**src/rtl/fp_serial_pkg.sv**
```systemverilog
// Shared types and width helpers for the serial floating-point add/subtract unit.
package fp_serial_pkg;

  typedef enum logic [2:0] {
    IDLE,
    LOAD,
    ALIGN,
    ADD,
    NORM,
    ROUND,
    OUT
  } fsm_state_t;

  function automatic int fp_width(input int exp_w, input int man_w);
    return 1 + exp_w + man_w;
  endfunction

  function automatic int beat_count(input int exp_w, input int man_w, input int lanes);
    return fp_width(exp_w, man_w) / (lanes / 2);
  endfunction

  function automatic int beat_cnt_width(input int exp_w, input int man_w, input int lanes);
    int bw;
    bw = $clog2((2 * fp_width(exp_w, man_w)) / lanes);
    return (bw < 1) ? 1 : bw;
  endfunction

  // Canonical quiet NaN: sign 0, exponent all ones, mantissa MSB set.
  function automatic logic [127:0] qnan_bits(input int exp_w, input int man_w);
    logic [127:0] v;
    v = '0;
    for (int unsigned i = 0; i < 128; i++) begin
      if ((int'(i) + 1 >= man_w) && (int'(i) < man_w + exp_w)) v[i] = 1'b1;
    end
    return v;
  endfunction

endpackage

```
**src/rtl/fp_serial_addsub_if.sv**
```systemverilog
// Serial load / unload signal bundle for fp_serial_addsub.
interface fp_serial_addsub_if #(
  parameter int LANES = 4
);
  logic [LANES-1:0] serial_in;
  logic             wr_in;
  logic             op_in;
  logic             shift_out_in;
  logic             input_rdy;
  logic             output_rdy;
  logic             serial_out;
  logic             overflow_out;
  logic             zero_out;

  modport master (
    output serial_in, wr_in, op_in, shift_out_in,
    input  input_rdy, output_rdy, serial_out, overflow_out, zero_out
  );

  modport slave (
    input  serial_in, wr_in, op_in, shift_out_in,
    output input_rdy, output_rdy, serial_out, overflow_out, zero_out
  );
endinterface

```
**src/rtl/fp_addsub_core.sv**
```systemverilog
// ALIGN/ADD/NORM/ROUND datapath; each stage register loads when its enable is high,
// and the rounded result is combinational from the NORM registers during ROUND.
module fp_addsub_core
  import fp_serial_pkg::*;
#(
  parameter int EXP_W = 8,
  parameter int MAN_W = 23
) (
  input  logic                   clk,
  input  logic                   rst,
  input  logic                   align_en,
  input  logic                   add_en,
  input  logic                   norm_en,
  input  logic                   op,
  input  logic [EXP_W+MAN_W:0]   a,
  input  logic [EXP_W+MAN_W:0]   b,
  output logic [EXP_W+MAN_W:0]   result,
  output logic                   overflow,
  output logic                   zero
);
  localparam int W     = fp_width(EXP_W, MAN_W);
  localparam int SIG_W = MAN_W + 4;
  localparam int EW    = EXP_W + 2;
  localparam int LZ_W  = $clog2(SIG_W + 1);

  localparam logic [EXP_W-1:0]    EXP_ONES  = '1;
  localparam logic [127:0]        QNAN_WIDE = qnan_bits(EXP_W, MAN_W);
  localparam logic [W-1:0]        QNAN      = QNAN_WIDE[W-1:0];
  localparam logic signed [EW-1:0] E_ONE    = 1;
  localparam logic signed [EW-1:0] E_ZERO   = 0;
  localparam logic signed [EW-1:0] E_MAX    = {2'b00, EXP_ONES};

  // Unpack
  logic             sa, sb, sb_eff;
  logic [EXP_W-1:0] ea, eb;
  logic [MAN_W-1:0] ma, mb, mant_a, mant_b;
  logic             a_zero, b_zero, a_inf, b_inf, a_nan, b_nan;

  assign {sa, ea, ma} = a;
  assign {sb, eb, mb} = b;
  assign sb_eff = sb ^ op;
  assign a_zero = (ea == '0);
  assign b_zero = (eb == '0);
  assign a_inf  = (ea == EXP_ONES) && (ma == '0);
  assign b_inf  = (eb == EXP_ONES) && (mb == '0);
  assign a_nan  = (ea == EXP_ONES) && (ma != '0);
  assign b_nan  = (eb == EXP_ONES) && (mb != '0);
  assign mant_a = a_zero ? '0 : ma;
  assign mant_b = b_zero ? '0 : mb;

  // ALIGN
  logic                 swap, s_big, s_small;
  logic [EXP_W-1:0]     e_big, e_small, diff;
  logic [SIG_W-1:0]     sig_a, sig_b, sig_big, sig_small, aligned;
  logic [2*SIG_W-1:0]   wide;
  logic                 spec;
  logic [W-1:0]         spec_val;

  assign sig_a = {~a_zero, mant_a, 3'b000};
  assign sig_b = {~b_zero, mant_b, 3'b000};
  assign swap  = {eb, mant_b} > {ea, mant_a};

  always_comb begin
    s_big     = swap ? sb_eff : sa;
    s_small   = swap ? sa : sb_eff;
    e_big     = swap ? eb : ea;
    e_small   = swap ? ea : eb;
    sig_big   = swap ? sig_b : sig_a;
    sig_small = swap ? sig_a : sig_b;
    diff      = e_big - e_small;
    wide      = {sig_small, {SIG_W{1'b0}}} >> diff;
    if (int'(diff) >= MAN_W + 3)
      aligned = {{(SIG_W-1){1'b0}}, |sig_small};
    else
      aligned = {wide[2*SIG_W-1:SIG_W+1], wide[SIG_W] | (|wide[SIG_W-1:0])};
  end

  always_comb begin
    spec     = a_nan | b_nan | a_inf | b_inf;
    spec_val = QNAN;
    if (a_nan || b_nan)     spec_val = QNAN;
    else if (a_inf && b_inf) spec_val = (sa != sb_eff) ? QNAN : {sa, EXP_ONES, {MAN_W{1'b0}}};
    else if (a_inf)          spec_val = {sa, EXP_ONES, {MAN_W{1'b0}}};
    else if (b_inf)          spec_val = {sb_eff, EXP_ONES, {MAN_W{1'b0}}};
  end

  // Stage registers. Only one transaction is in flight, so ALIGN-stage sign,
  // exponent and special-case values are reused directly by later stages.
  logic                  r1_sign, r1_sub, r1_spec;
  logic [EXP_W-1:0]      r1_exp;
  logic [SIG_W-1:0]      r1_big, r1_small;
  logic [W-1:0]          r1_spec_val;
  logic [SIG_W:0]        r2_sum;
  logic [SIG_W-1:0]      r3_m;
  logic signed [EW-1:0]  r3_exp;
  logic                  r3_zero;

  // ADD
  logic [SIG_W:0] add_sum;
  assign add_sum = r1_sub ? ({1'b0, r1_big} - {1'b0, r1_small})
                          : ({1'b0, r1_big} + {1'b0, r1_small});

  // NORM
  logic [LZ_W-1:0]      lz;
  logic [SIG_W-1:0]     norm_m;
  logic signed [EW-1:0] exp_ext, norm_exp;
  logic                 norm_zero;

  always_comb begin
    lz = LZ_W'(SIG_W);
    for (int unsigned i = 0; i < SIG_W; i++) begin
      if (r2_sum[i]) lz = LZ_W'(SIG_W - 1 - i);
    end
    exp_ext   = $signed({2'b00, r1_exp});
    norm_zero = (r2_sum == '0);
    if (r2_sum[SIG_W]) begin
      norm_m   = {r2_sum[SIG_W:2], r2_sum[1] | r2_sum[0]};
      norm_exp = exp_ext + E_ONE;
    end else begin
      norm_m   = r2_sum[SIG_W-1:0] << lz;
      norm_exp = exp_ext - $signed({{(EW-LZ_W){1'b0}}, lz});
    end
  end

  always_ff @(posedge clk or posedge rst) begin
    if (rst) begin
      r1_sign     <= 1'b0;
      r1_sub      <= 1'b0;
      r1_spec     <= 1'b0;
      r1_exp      <= '0;
      r1_big      <= '0;
      r1_small    <= '0;
      r1_spec_val <= '0;
      r2_sum      <= '0;
      r3_m        <= '0;
      r3_exp      <= '0;
      r3_zero     <= 1'b0;
    end else begin
      if (align_en) begin
        r1_sign     <= s_big;
        r1_sub      <= s_big ^ s_small;
        r1_spec     <= spec;
        r1_exp      <= e_big;
        r1_big      <= sig_big;
        r1_small    <= aligned;
        r1_spec_val <= spec_val;
      end
      if (add_en) r2_sum <= add_sum;
      if (norm_en) begin
        r3_m    <= norm_m;
        r3_exp  <= norm_exp;
        r3_zero <= norm_zero;
      end
    end
  end

  // ROUND: nearest-even on guard/round/sticky, renormalise on mantissa carry.
  logic                 round_up;
  logic [MAN_W+1:0]     rnd;
  logic [MAN_W-1:0]     frac;
  logic signed [EW-1:0] exp_r;

  always_comb begin
    round_up = r3_m[2] & (r3_m[1] | r3_m[0] | r3_m[3]);
    rnd      = {1'b0, r3_m[SIG_W-1:3]} + {{(MAN_W+1){1'b0}}, round_up};
    frac     = rnd[MAN_W+1] ? rnd[MAN_W:1] : rnd[MAN_W-1:0];
    exp_r    = r3_exp + (rnd[MAN_W+1] ? E_ONE : E_ZERO);

    result   = {r1_sign, exp_r[EXP_W-1:0], frac};
    overflow = 1'b0;
    zero     = 1'b0;
    if (r1_spec) begin
      result = r1_spec_val;
    end else if (r3_zero) begin
      result = '0;
      zero   = 1'b1;
    end else if (exp_r >= E_MAX) begin
      result   = {r1_sign, EXP_ONES, {MAN_W{1'b0}}};
      overflow = 1'b1;
    end else if (exp_r <= E_ZERO) begin
      result = {r1_sign, {(W-1){1'b0}}};
      zero   = 1'b1;
    end
  end

endmodule

```
**src/rtl/fp_serial_addsub.sv**
```systemverilog
// Serial-I/O floating-point add/subtract: lane deserialiser, control FSM,
// result shift register and status flags around fp_addsub_core.
module fp_serial_addsub
  import fp_serial_pkg::*;
#(
  parameter int EXP_W = 8,
  parameter int MAN_W = 23,
  parameter int LANES = 4
) (
  input  logic              wb_clk_i,
  input  logic              wb_rst_i,
  fp_serial_addsub_if.slave bus
);
  localparam int W     = fp_width(EXP_W, MAN_W);
  localparam int LH    = LANES / 2;
  localparam int BEATS = beat_count(EXP_W, MAN_W, LANES);
  localparam int BC_W  = beat_cnt_width(EXP_W, MAN_W, LANES);
  localparam int SC_W  = (W > 1) ? $clog2(W) : 1;

  fsm_state_t       state_q, state_d;
  logic [BC_W-1:0]  beat_cnt;
  logic [SC_W-1:0]  shift_cnt;
  logic [W-1:0]     a_sr, b_sr, res_sr;
  logic             op_r, overflow_r, zero_r;
  logic             last_beat, last_shift, accept_beat, accept_shift;
  logic [W-1:0]     core_result;
  logic             core_overflow, core_zero;

  assign bus.input_rdy    = (state_q == IDLE) || (state_q == LOAD);
  assign bus.output_rdy   = (state_q == OUT);
  assign bus.serial_out   = res_sr[W-1];
  assign bus.overflow_out = overflow_r;
  assign bus.zero_out     = zero_r;

  assign last_beat    = (beat_cnt == BC_W'(BEATS - 1));
  assign last_shift   = (shift_cnt == SC_W'(W - 1));
  assign accept_beat  = bus.input_rdy && bus.wr_in;
  assign accept_shift = (state_q == OUT) && bus.shift_out_in;

  always_ff @(posedge wb_clk_i or posedge wb_rst_i) begin
    if (wb_rst_i) state_q <= IDLE;
    else          state_q <= state_d;
  end

  always_comb begin
    state_d = state_q;
    case (state_q)
      IDLE:    if (bus.wr_in) state_d = last_beat ? ALIGN : LOAD;
      LOAD:    if (bus.wr_in && last_beat) state_d = ALIGN;
      ALIGN:   state_d = ADD;
      ADD:     state_d = NORM;
      NORM:    state_d = ROUND;
      ROUND:   state_d = OUT;
      OUT:     if (bus.shift_out_in && last_shift) state_d = IDLE;
      default: state_d = IDLE;
    endcase
  end

  always_ff @(posedge wb_clk_i or posedge wb_rst_i) begin
    if (wb_rst_i) begin
      beat_cnt   <= '0;
      shift_cnt  <= '0;
      a_sr       <= '0;
      b_sr       <= '0;
      res_sr     <= '0;
      op_r       <= 1'b0;
      overflow_r <= 1'b0;
      zero_r     <= 1'b0;
    end else begin
      if (accept_beat) begin
        a_sr     <= {a_sr[W-LH-1:0], bus.serial_in[LH-1:0]};
        b_sr     <= {b_sr[W-LH-1:0], bus.serial_in[LANES-1:LH]};
        beat_cnt <= last_beat ? '0 : beat_cnt + BC_W'(1);
        if (state_q == IDLE) op_r <= bus.op_in;
      end
      if (state_q == ROUND) begin
        res_sr     <= core_result;
        overflow_r <= core_overflow;
        zero_r     <= core_zero;
        shift_cnt  <= '0;
      end
      if (accept_shift) begin
        res_sr    <= {res_sr[W-2:0], 1'b0};
        shift_cnt <= shift_cnt + SC_W'(1);
        if (last_shift) begin
          overflow_r <= 1'b0;
          zero_r     <= 1'b0;
        end
      end
    end
  end

  fp_addsub_core #(
    .EXP_W (EXP_W),
    .MAN_W (MAN_W)
  ) u_core (
    .clk      (wb_clk_i),
    .rst      (wb_rst_i),
    .align_en (state_q == ALIGN),
    .add_en   (state_q == ADD),
    .norm_en  (state_q == NORM),
    .op       (op_r),
    .a        (a_sr),
    .b        (b_sr),
    .result   (core_result),
    .overflow (core_overflow),
    .zero     (core_zero)
  );

endmodule

```
**src/flat_wrapper.sv**
```systemverilog
// flat-port wrapper written by rule: the top's interface ports become plain ports
module fp_serial_addsub_flat import fp_serial_pkg::*;
#(
  parameter int EXP_W = 8,
  parameter int MAN_W = 23,
  parameter int LANES = 4
)
  (wb_clk_i, wb_rst_i, bus_serial_in, bus_wr_in, bus_op_in, bus_shift_out_in, bus_input_rdy, bus_output_rdy, bus_serial_out, bus_overflow_out, bus_zero_out);
  fp_serial_addsub_if #(.LANES(LANES)) bus_i ();
  input  logic wb_clk_i;
  input  logic wb_rst_i;
  input wire logic [$bits(bus_i.serial_in)-1:0] bus_serial_in;
  input wire logic [$bits(bus_i.wr_in)-1:0] bus_wr_in;
  input wire logic [$bits(bus_i.op_in)-1:0] bus_op_in;
  input wire logic [$bits(bus_i.shift_out_in)-1:0] bus_shift_out_in;
  output wire logic [$bits(bus_i.input_rdy)-1:0] bus_input_rdy;
  output wire logic [$bits(bus_i.output_rdy)-1:0] bus_output_rdy;
  output wire logic [$bits(bus_i.serial_out)-1:0] bus_serial_out;
  output wire logic [$bits(bus_i.overflow_out)-1:0] bus_overflow_out;
  output wire logic [$bits(bus_i.zero_out)-1:0] bus_zero_out;
  assign bus_i.serial_in = bus_serial_in;
  assign bus_i.wr_in = bus_wr_in;
  assign bus_i.op_in = bus_op_in;
  assign bus_i.shift_out_in = bus_shift_out_in;
  assign bus_input_rdy = bus_i.input_rdy;
  assign bus_output_rdy = bus_i.output_rdy;
  assign bus_serial_out = bus_i.serial_out;
  assign bus_overflow_out = bus_i.overflow_out;
  assign bus_zero_out = bus_i.zero_out;
  fp_serial_addsub #(.EXP_W(EXP_W), .MAN_W(MAN_W), .LANES(LANES)) u_core (.wb_clk_i(wb_clk_i), .wb_rst_i(wb_rst_i), .bus(bus_i));
endmodule
```
**config.mk**
```make
export PLATFORM = sky130hd
export DESIGN_NAME = fp_serial_addsub_flat
export DESIGN_NICKNAME = d
export VERILOG_FILES = /design/src/rtl/fp_serial_pkg.sv /design/src/rtl/fp_serial_addsub_if.sv /design/src/rtl/fp_addsub_core.sv /design/src/rtl/fp_serial_addsub.sv /design/src/flat_wrapper.sv
export SDC_FILE = /design/constraint.sdc
export NUM_CORES = 1
export LEC_CHECK = 0
export BUFFER_PORTS_ARGS = -buffer_cell sky130_fd_sc_hd__buf_4
export CAP_MARGIN = 20
export CORE_AREA = 5 5 219 221
export DETAILED_ROUTE_END_ITERATION = 7
export DIE_AREA = 0 0 224 226
export PLACE_DENSITY_LB_ADDON = 0.25
export SLEW_MARGIN = 20
export SYNTH_ARGS = -nofsm -noshare
export SYNTH_HDL_FRONTEND = slang
export SYNTH_SLANG_ARGS = --single-unit
export TNS_END_PERCENT = 100
```
**constraint.sdc**
```tcl
create_clock -name wb_clk_i -period 12.82 [get_ports wb_clk_i]
set_input_delay 2.564 -clock wb_clk_i [delete_from_list [all_inputs] [get_ports wb_clk_i]]
set_output_delay 2.564 -clock wb_clk_i [all_outputs]
set_load 0.005 [all_outputs]
```
==> run summary <==
top sig layer: met5
RSZ-0062 raised after global routing: no
overall routing resource usage: 20.7%
critical path arrival: 8.01 ns
critical path class: flop to flop
warnings from Yosys: 0
drt drc: 0
worst-path maximum fanout: 44
drt wl/cell: 19.0 microns
CP endpoint kind: flop
vias in the first global route: 15500
Worst setup endpoint: u_core.u_core.r1_small[0]
Core ar.: 0.0460 sq mm
Vias per Instance: 5.74
CTS root buffer: clkbuf_16
GP Congestion: 0.887
FP Rows: 79
Worst Reg2Reg Path Length in Cells: 24
Critical path origin: u_core.b_sr[26]
# clock sinks: 242
Via Count: 16100
detailed-route wire length: 53.2 mm
H-tree Lvls: 1
first-pass GRT wire length: 86.0 mm
maximum clock path buffer count: 3
setup tns final: 0 ns
Die Width: 224 microns
Req. time, crit path: 13.26 ns
Non-Filler Instances: 2797
DR iter-0 viols: 1203
async set-reset flop share out of synthesis: 100%
Layout Area Growth over Synthesis: 8.43%
HPWL Detailed: 39.2 mm
Hold Path Class: flop to flop
largest net degree at the start of global routing: 102
Starting Density: 39.3%
met3 wire length: 2.25 mm
final core utilization: 42.6%
Tmin final: 7.58 ns
endpoints failing setup: 0
critical path startpoint category: flop
Max Cap Viol: 0
skew final: 0.0283 ns
wl on met1: 24.5 mm
worst-margin pin slew: 1.06 ns
Seq/Total Area, Yosys: 33.5%
synthesized area: 0.0181 sq mm
Mean Syn Cell Area: 8.00 sq um
Gate Count Post-Synth: 2256
First-pass DRT Iterations: 5
total grt overflow: 0
final worst path period share: 59.1%
Worst R2R Start: u_core.b_sr[26]
f_max: 132 MHz
Post-CTS Setup Bufs: 0
post-synth cell types: 78
dpl cells: 2745
clock tree from TritonCTS: done
Post-synth EDFFs: 0
TritonCTS Buffers: 29
IO Pins: 14
post-CTS sizing: 0
ANT nets after route: 0
initial antenna violation count: 2
Slew Limit Fails: 0
Nets: 2249
filler instances: 4675
die area: 0.0506 sq mm
layout cells sized above 1: 7.99%
CTS Hold Bufs: 0
main flop type after synthesis: dfrtp_1
clk slew on worst S/H paths: 0.06 ns
worst skew pair latency: 0.56 ns
worst reg2reg setup slack: 5.24 ns
diode count: 0
FF+latch count, synth: 242
port buffer count: 13
DIE HEIGHT: 226 microns
post-synthesis net count: 2336
FF-to-FF End: u_core.u_core.r1_small[0]
met2 wire length: 24.2 mm
Rel. slew slack: 28.7%
status: complete, no violations
Fin. Hold Viols: 0
==> worst min-delay path by stage <==
stage	startpoint	end	slack (ns)	cells past startpoint
floorplan	u_core.res_sr[30]	u_core.res_sr[31]	0.45	2
global placement	u_core.res_sr[30]	u_core.res_sr[31]	0.46	2
detailed placement	u_core.res_sr[30]	u_core.res_sr[31]	0.47	2
CTS	u_core.res_sr[30]	u_core.res_sr[31]	0.49	2
global route	u_core.res_sr[26]	u_core.res_sr[27]	0.51	2
finish	u_core.res_sr[30]	u_core.res_sr[31]	0.48	2
==> Yosys cell counts, drive strengths merged, types with 16 or more instances <==
| master | count | area share, % |
|---|---|---|
| nand2 | 430 | 8.9 |
| dfrtp | 242 | 34 |
| nor2 | 197 | 4.1 |
| a21oi | 162 | 4.5 |
| o21ai | 161 | 4.5 |
| clkbuf | 131 | 2.7 |
| mux2i | 110 | 6.1 |
| ha | 70 | 4.9 |
| xnor2 | 58 | 2.8 |
| mux2 | 52 | 3.2 |
| inv | 46 | 0.96 |
| nor3 | 42 | 1.2 |
| nand4 | 39 | 1.4 |
| nand3 | 38 | 1.1 |
| xor2 | 38 | 1.8 |
| and2 | 37 | 1.3 |
| o31ai | 37 | 1.5 |
| nor4 | 33 | 1.4 |
| o211ai | 27 | 1.1 |
| a31oi | 26 | 0.90 |
| and3 | 25 | 0.87 |
| buf | 24 | 0.67 |
| nand2b | 21 | 0.73 |
| o22ai | 17 | 0.59 |
| a211oi | 16 | 0.67 |
==> per-stage QoR <==
| step | worst slack (ns) | instance area [sq um] | hold WS [ns] |
|---|---|---|---|
| 6_report | 5.24 | 19600 | 0.484 |
| 5_1_grt | 4.65 | 19600 | 0.515 |
| 4_1_cts | 5.20 | 19600 | 0.486 |
| 3_5_place_dp | 5.23 | 18500 | 0.471 |
| 3_3_place_gp | 5.34 | 18500 | 0.459 |
| 2_1_floorplan | 3.61 | 18100 | 0.449 |
==> cells by family after synthesis <==
logic type,synth area share [%]
AOI/OAI and AO/OA,19.3
xor gates and xnor gates,4.66
adders and majority gates,5.02
buffers and inverters,4.37
DFF,33.5
muxes,10.1
and+or+nand+nor,23.0
==> final cells by class <==
cell class,instances,area [sq um],area share [%]
Multi-Input combinational cell,1812,11300,57.6
Clock inverter,15,218,1.11
Tap cell,607,759,3.88
Clock buffer,37,816,4.17
Timing Repair Buffer,37,278,1.42
Sequential cell,242,6060,30.9
Inverter,47,184,0.939
==> flip-flops by register name, indices dropped and copies added, names as in the netlist, 3 cells and up <==
signal                     count
u_core.shift_cnt               5
u_core.beat_cnt                4
u_core.state_q                 3
u_core.b_sr                   32
u_core.u_core.r1_big          24
u_core.u_core.r1_exp           8
u_core.u_core.r3_m            27
u_core.u_core.r1_small        27
u_core.u_core.r2_sum          28
u_core.a_sr                   32
u_core.u_core.r1_spec_val      3
u_core.res_sr                 32
u_core.u_core.r3_exp          10
==> critical path, cell delays in order, from the launching register on <==
cell     delay (ns)
dfrtp_1        0.45
nor4_1         0.44
nand2_1        0.58
and2_1         0.40
ha_1           0.32
nand4_1        0.16
nor4_1         0.53
o31ai_1        0.19
nand4_1        0.13
buf_4          0.27
nand2_1        0.13
mux2i_1        0.17
ha_1           0.29
inv_1          0.10
nand3_1        0.11
a21oi_1        0.11
nor4_4         0.27
buf_4          0.49
mux2i_1        0.29
o21ai_0        0.21
or3b_2         0.51
o31a_1         0.24
or4_1          0.51
o211a_1        0.22
o31a_1         0.29
==> layer usage <==
layer | global-route usage, % | vias to the layer above
li1 | - | 7903
met1 | 28.4 | 7673
met2 | 33.7 | 374
met3 | 2.57 | 110
met4 | 7.61 | 2
met5 | 0 | -
==> layout by cell type (no fill, tap or decap), drive strengths merged, types with 11 or more instances in the layout <==
cell    count
nand2     430
dfrtp     242
nor2      197
a21oi     162
o21ai     161
mux2i     110
ha         70
xnor2      58
mux2       52
inv        49
nor3       42
nand4      39
nand3      38
xor2       38
o31ai      37
buf        37
and2       37
clkbuf     37
nor4       33
o211ai     27
a31oi      26
and3       25
nand2b     21
o22ai      17
a211oi     16
a21o       13
o21a       11
a221oi     11
or3        11
Power is left out: the tool's default activity adds up to more than one toggle a clock period on the data nets, which glitch-free logic cannot reach.
